<file path="src/rtl/counter_mod_pkg.sv">
// Shared types and constants for the modulo counter.
package counter_mod_pkg;

  typedef enum logic [1:0] {
    IDLE,
    RUN,
    DONE
  } counter_mod_state_t;

  // Adder structure used for the step logic
  localparam int IMPL_CARRY = 0;
  localparam int IMPL_MUX   = 1;

endpackage

</file>
<file path="src/rtl/counter_mod_step.sv">
// Combinational next-count and terminal-tick detection for counter_mod.
// With IMPLEMENTATION=IMPL_CARRY the tick feeds the adder carry-in; with IMPL_MUX
// a +/-1 result is selected by the tick. Both give identical results.
module counter_mod_step
  import counter_mod_pkg::*;
#(
  parameter int unsigned WIDTH          = 16,
  parameter int          IMPLEMENTATION = 0
) (
  input  logic [WIDTH-1:0] cnt,
  input  logic [WIDTH-1:0] lim_q,
  input  logic             dir_q,
  input  logic             tick,
  output logic [WIDTH-1:0] nxt,
  output logic             term
);

  // Terminal tick: a tick taken while sitting on the end of the range
  assign term = tick & (dir_q ? (cnt == '0) : (cnt == lim_q));

  generate
    case (IMPLEMENTATION)
      IMPL_CARRY: begin : g_carry
        logic [WIDTH-1:0] inc;
        assign inc = WIDTH'(tick);
        assign nxt = dir_q ? (cnt - inc) : (cnt + inc);
      end
      IMPL_MUX: begin : g_mux
        logic [WIDTH-1:0] stepped;
        assign stepped = dir_q ? (cnt - WIDTH'(1)) : (cnt + WIDTH'(1));
        assign nxt     = tick ? stepped : cnt;
      end
      default: begin : g_bad
        $fatal(1, "counter_mod_step: IMPLEMENTATION must be 0 or 1");
      end
    endcase
  endgenerate

endmodule

</file>
<file path="src/rtl/counter_mod.sv">
// Parametrised modulo counter with run-control FSM (IDLE/RUN/DONE).
// Up/down, runtime limit, continuous or one-shot, registered wrap pulse.
// Optional sticky wrap flag 'ovf' when COUNTER_MOD_OVF_EN is defined.
module counter_mod
  import counter_mod_pkg::*;
#(
  parameter int unsigned WIDTH          = 16,
  parameter int          IMPLEMENTATION = 0
) (
  input  logic             clk,
  input  logic             rst_n,
  input  logic             start,
  input  logic             stop,
  input  logic             ena,
  input  logic             dir,
  input  logic             one,
  input  logic [WIDTH-1:0] lim,
  output logic [WIDTH-1:0] cnt,
`ifdef COUNTER_MOD_OVF_EN
  output logic             ovf,
`endif
  output logic             wrap,
  output logic             run,
  output logic             done
);

  counter_mod_state_t state_q;
  logic [WIDTH-1:0]   cnt_q;
  logic [WIDTH-1:0]   lim_q;
  logic               dir_q;
  logic               one_q;
  logic               wrap_q;
  logic               tick;
  logic               term;
  logic [WIDTH-1:0]   nxt;

  assign tick = ena & (state_q == RUN);

  counter_mod_step #(
    .WIDTH          (WIDTH),
    .IMPLEMENTATION (IMPLEMENTATION)
  ) u_step (
    .cnt   (cnt_q),
    .lim_q (lim_q),
    .dir_q (dir_q),
    .tick  (tick),
    .nxt   (nxt),
    .term  (term)
  );

  // Run-control FSM, count register and shadow registers; stop > start > tick
  always_ff @(posedge clk or negedge rst_n) begin
    if (!rst_n) begin
      state_q <= IDLE;
      cnt_q   <= '0;
      lim_q   <= '0;
      dir_q   <= 1'b0;
      one_q   <= 1'b0;
      wrap_q  <= 1'b0;
    end else begin
      wrap_q <= 1'b0;
      if (stop) begin
        state_q <= IDLE;
      end else if (start) begin
        state_q <= RUN;
        lim_q   <= lim;
        dir_q   <= dir;
        one_q   <= one;
        cnt_q   <= dir ? lim : '0;
      end else if (term) begin
        wrap_q <= 1'b1;
        if (one_q) begin
          state_q <= DONE;
        end else begin
          // New limit is only adopted at the wrap point
          cnt_q <= dir_q ? lim : '0;
          lim_q <= lim;
        end
      end else begin
        cnt_q <= nxt;
      end
    end
  end

`ifdef COUNTER_MOD_OVF_EN
  logic ovf_q;

  // Sticky wrap flag; start/stop clear it and win over a same-cycle wrap
  always_ff @(posedge clk or negedge rst_n) begin
    if (!rst_n) begin
      ovf_q <= 1'b0;
    end else if (stop || start) begin
      ovf_q <= 1'b0;
    end else if (term) begin
      ovf_q <= 1'b1;
    end
  end

  assign ovf = ovf_q;
`endif

  assign cnt  = cnt_q;
  assign wrap = wrap_q;
  assign run  = (state_q == RUN);
  assign done = (state_q == DONE);

endmodule
</file>
<file path="config.mk">
export PLATFORM = sky130hd
export DESIGN_NAME = counter_mod
export DESIGN_NICKNAME = d
export VERILOG_FILES = /design/src/rtl/counter_mod_pkg.sv /design/src/rtl/counter_mod_step.sv /design/src/rtl/counter_mod.sv
export SDC_FILE = /design/constraint.sdc
export NUM_CORES = 1
export LEC_CHECK = 0
export BUFFER_PORTS_ARGS = -buffer_cell sky130_fd_sc_hd__buf_4
export CAP_MARGIN = 20
export CORE_ASPECT_RATIO = 0.5
export CORE_MARGIN = 4
export CORE_UTILIZATION = 62
export CTS_CLUSTER_DIAMETER = 50
export DETAILED_ROUTE_END_ITERATION = 7
export PLACE_DENSITY_LB_ADDON = 0.25
export SLEW_MARGIN = 10
export SYNTH_ARGS = -nofsm -noshare
export SYNTH_HDL_FRONTEND = slang
export SYNTH_SLANG_ARGS = --single-unit
</file>
<file path="constraint.sdc">
create_clock -name clk -period 8.1 [get_ports clk]
set_clock_uncertainty 0.15 [all_clocks]
set_input_delay 0.81 -clock clk [delete_from_list [all_inputs] [get_ports clk]]
set_output_delay 0.81 -clock clk [all_outputs]
set_load 0.01 [all_outputs]
</file>
# After elaboration in Yosys (flattened, before gate mapping)
# Cells that the tools add are included.
[totals]
ff_bits = 37
elab_cells = 41
[classes]
n_addsub = 2
n_eq_ne = 5
mux = 17
bitwise = 3
reduce_logical = 8
[op_table]
columns = ["op", "n"]
rows = [
  ["16-bit two-way mux", 9],
  ["16-bit by 1-bit adder with 16-bit output", 1],
  ["16-bit equality test", 1],
  ["16-bit logical NOT", 1],
  ["16-bit by 1-bit subtractor with 16-bit output", 1],
  ["2-bit two-way mux", 4],
  ["2-bit AND reduction", 3],
  ["3-bit nonzero test", 2],
  ["1-bit two-way mux", 4],
  ["3-bit != test (second input constant)", 1],
  ["3-bit AND reduction", 1],
  ["1-bit bitwise AND", 2],
  ["2-bit by 1-bit equality test with 1-bit output (second input constant)", 1],
  ["2-bit equality test (second input constant)", 1],
  ["2-bit != test (second input constant)", 1],
  ["2-bit nonzero test", 1],
  ["1-bit inverter", 1],
]

# Longest topological paths before layout
[logic_depth]
ltp_word = 6
mapped_depth = 12
depth_no_buf = 11

# Cells and area by module
# A second synthesis with hierarchy kept.
[hier_totals]
hier_cells = 306
hier_area_um2 = 2824.0
[by_module_without_submodules]
columns = ["module", "n_inst", "cells_each", "area_per_inst_um2", "seq_area_each_um2"]
rows = [
  ["counter_mod", 1, 180, 1888.1, 925.9],
  ["counter_mod_step", 1, 126, 935.9, 0.0],
]

# Worst setup path after synthesis
# Ideal clock, no wire load.
[synth_path]
path_type = "input-to-reg"
startpoint = "input ena"
endpoint = "register cnt_q[12] (netlist: cnt[12])"
setup_time_ns = 0.130
t_arrival_ns = 3.073
t_required_ns = 7.820
setup_slack_ns = 4.747
cell_stages = 12
path_buffers = 1
cell_sequence = "and3b_1 -> clkbuf_1 -> ha_1 -> inv_1 -> fa_1 -> a211oi_1 -> o21ai_0 -> a2111oi_0 -> nor3_1 -> xor2_1 -> a221oi_1 -> a21oi_1"
[synth_via]
elab_chain_cells = 5
elab_cells_between_ends = 9
cone_classes = "2 x add/sub; 1 x eq/ne; 3 x mux; 2 x bitwise; 1 x reduce/logical"
[synth_lines]
columns = ["item", "line_no", "source"]
rows = [
  ["start, declared", "counter_mod.sv:14", "input logic ena,"],
  ["1-bit bitwise AND (*)", "counter_mod.sv:37", "assign tick = ena & (state_q == RUN);"],
  ["16-bit by 1-bit adder with 16-bit output or 16-bit by 1-bit subtractor with 16-bit output (tied branches)", "counter_mod_step.sv:26", "assign nxt = dir_q ? (cnt - inc) : (cnt + inc);"],
  ["16-bit two-way mux", "counter_mod_step.sv:26", ""],
  ["16-bit two-way mux", "counter_mod.sv:70", "end else if (term) begin"],
  ["16-bit two-way mux", "counter_mod.sv:64", "end else if (start) begin"],
  ["end signal, assigned", "counter_mod.sv:69", "cnt_q <= dir ? lim : '0;"],
  ["end signal, assigned", "counter_mod.sv:76", "cnt_q <= dir_q ? lim : '0;"],
  ["end signal, assigned", "counter_mod.sv:80", "cnt_q <= nxt;"],
  ["end, declared", "counter_mod.sv:28", "logic [WIDTH-1:0] cnt_q;"],
]
# Every way passes the cells marked *; elsewhere a longest branch is shown, timed or not.
# A chain may end at the register's enable or synchronous reset.

# Worst setup path in the final report
# Ends and elaborated chain as after synthesis.

==> flow_summary.toml <==
[timing]
rsz0062_at_grt = "false"
finalSetupViolations = 0
max_freq_ghz = 0.2936
finalHoldViolCount = 0
slew_viol_final = 0
period_share_pct = 42.05
slew_headroom_pct = 54.53
fin_crit_ns = 3.406
worstMarginPinSlew_ns = 0.6805
tns_ns = 0

[power]
power_leakage_uw = 0.001409
swShare_pct = 44.69
power_frac_seq_pct = 30.0
power_uw = 992.1
combPwrFrac_pct = 56.9
power.density_nw_per_um2 = 318.7
peakVddDrop_uv = 165.6
p_clk_share_pct = 13.1
p_int_uw = 548.7
p_sw_uw = 443.4

[layout]
fin_nets = 360
fillers = 294
utilization_pct = 76.98
finalNonFillerCells = 374
layout_commonest_cell = "buf_4"
drive_above_1_share_pct = 23.75
syn_to_final_growth_pct = 15.29
layout_common_cells = "buf_4 (43), dfrtp_1 (37), nand2_1 (27)"
antenna_cells = 0

[yosys]
synthTopCellsByArea = "dfrtp_1 (34%), ha_1 (7.9%), xor2_1 (7.5%), mux2_4 (5.6%), mux2_2 (4.2%)"
ys_seq_area_share_pct = 34.29
synth_warnings = 0
yosys_register_bits = 37
synth_area_um2 = 2700
synth_area_per_cell_um2 = 9.713
synth_flop_cell = "dfrtp_1"
yosysTopAreaCell = "dfrtp_1"
synth_cells = 278
synth_fp_nets = 319
synthArstFlopShare_pct = 100.0
yosys.area.top_type_share_pct = 34.29
synth_edf_count = 0
synth.distinct_cells = 52

[worst_setup_path]
cp_top_family = "compound AO/OA/AOI/OAI gates"
end_kind = "register"
path_buf_inv = 2
worstSetupPathType = "in -> reg"
slowest_delay_ns = 0.42
cp.required_ns = 8.12
cp.depth = 12
rr_worst_depth = 11
crit_fanout = 5
crit_arrival_ns = 3.43
slowest_stage = "a2111oi_0"
r2r_end = "cnt[12]"
crit_path_start_kind = "input port"
path_cells = "buf_4 > and3b_1 > ha_1 > inv_1 > fa_1 > a211oi_1 > o21ai_0 > a2111oi_0 > nor3_1 > xor2_1 > a221oi_1 > a21oi_1"
rr_startpoint = "state_q[1]"
reg2reg_slack_ns = 4.81

[floorplan]
fp.coreArea_um2 = 4044
fp.dieArea_um2 = 5539
start_util_pct = 66.77
fp-row-count = 16
die_w_um = 101.3
boundaryPins = 42
die_h_um = 54.67

[route]
via_per_inst = 6.484
vias = 2425
wl_per_cell_um = 19.50
drtPass1Iterations = 5
drc = 0
drtIter0Drc = 198
ant_nets = 0
routed_wl_um = 7292

[clock_network]
cts_setup_buffers = 0
cts_tree = "built"
clk_pin_slew_worst_paths_ns = 0.08
root_buffer = "clkbuf_8"
cts_buffers = 5
clock_sinks = 37
hold_buffers = 0
cts_resized = 0
insertion_delay_ns = 0.30
htree_levels = 2
clockBufferDepth = 2

[grt]
grt_busiest_layer = "met2"
met3_usage_pct = 5.852
gr-usage-met2_pct = 44.16
grt_pass1_vias = 2357
overflow = 0
grt_antenna_before_repair = 0
grt_pass1_wl_um = 11630
grtUsageTotal_pct = 27.81
use_met1_pct = 37.91
grt_max_degree = 38

[placement]
placedCellCount = 366
place.gp.congestion = 0.8875
dpl.hpwl_um = 5207
io_buffers = 41

[outcome]
status = "complete, no violations"

[hold_path]
min_path_type = "in -> async"

[run]
max-cap-violations = 0
[cell usage after synthesis, types with 3 or more instances]
| cell | count |
|---|---|
| mux2i_1 | 4 |
| a211oi_1 | 3 |
| xor2_1 | 23 |
| xnor2_1 | 4 |
| a21o_1 | 4 |
| nor2_1 | 16 |
| o21ai_0 | 20 |
| nor2b_1 | 4 |
| dfrtp_1 | 37 |
| nand3_1 | 4 |
| buf_2 | 4 |
| a21oi_1 | 16 |
| o31ai_1 | 3 |
| clkbuf_1 | 3 |
| nor4_1 | 7 |
| nor3_1 | 7 |
| mux2_4 | 10 |
| a22oi_1 | 8 |
| ha_1 | 17 |
| inv_1 | 9 |
| nand2_1 | 27 |
| mux2_2 | 10 |
[worst max path at each step]
stage / start / end / slack [ns]
after detailed placement: ena / cnt[12] / 4.46
final: ena / cnt[12] / 4.69
after floorplan: ena / cnt[12] / 4.75
after global placement: ena / cnt[12] / 4.56
after global routing: ena / cnt[12] / 4.51
after CTS: ena / cnt[12] / 4.74
[metal layers]
metal,vias up,routed length (µm)
li1,1109,-
met1,1181,3225
met2,115,3364
met3,20,576
met4,0,125
met5,-,0
[power by group through the flow]
stage          logic, µW  clock network (µW)  registers (µW)
3_5_place_dp         548                   0             299
6_report             565                 130             298
4_1_cts              555                 128             295
5_1_grt              619                 139             306
3_3_place_gp         533                   0             296
2_1_floorplan        381                   0             296
[state kept, by name (all words and copies together) (netlist names)]
signal,flops
cnt,16
dir_q,1
lim_q,16
one_q,1
state_q,2
wrap,1
[worst register-to-register path: cells and delay by family (launching register included)]
kind | cells | cell delay, ns
DFF | 1 | 0.42
xor gates and xnor gates | 1 | 0.16
buffers and inverters | 1 | 0.06
and+or+nand+nor | 2 | 0.45
adders and majority gates | 2 | 0.62
AOI/OAI and AO/OA | 5 | 1.33
[final cells by class]
type	count	area, µm²	share of cell area, %
timing repair buffer	43	322.8	10.37
inverter	9	33.78	1.085
clock buffer	8	80.08	2.572
multi-input combinational	223	1683	54.06
tap	54	67.56	2.170
sequential	37	925.9	29.74
[metrics by stage]
step           setup slack (ns)  hold WS [ns]  cell area [µm²]
6_report                  4.694        0.3143             3113
5_1_grt                   4.511        0.3538             3113
4_1_cts                   4.744        0.3432             3113
3_5_place_dp              4.462        0.3739             3033
3_3_place_gp              4.563        0.3619             3033
2_1_floorplan             4.747        0.3508             2700
[cell families after synthesis]
family	Yosys count	synth area share, %
AO/OA/AOI/OAI	77	19.51
AND/OR/NAND/NOR	77	14.23
flip-flops	37	34.29
XOR/XNOR	27	8.758
multiplexers	24	11.21
buffers and inverters	18	3.382
adder cells (fa/ha/maj)	18	8.619
Power figures use the tool's default switching activity.
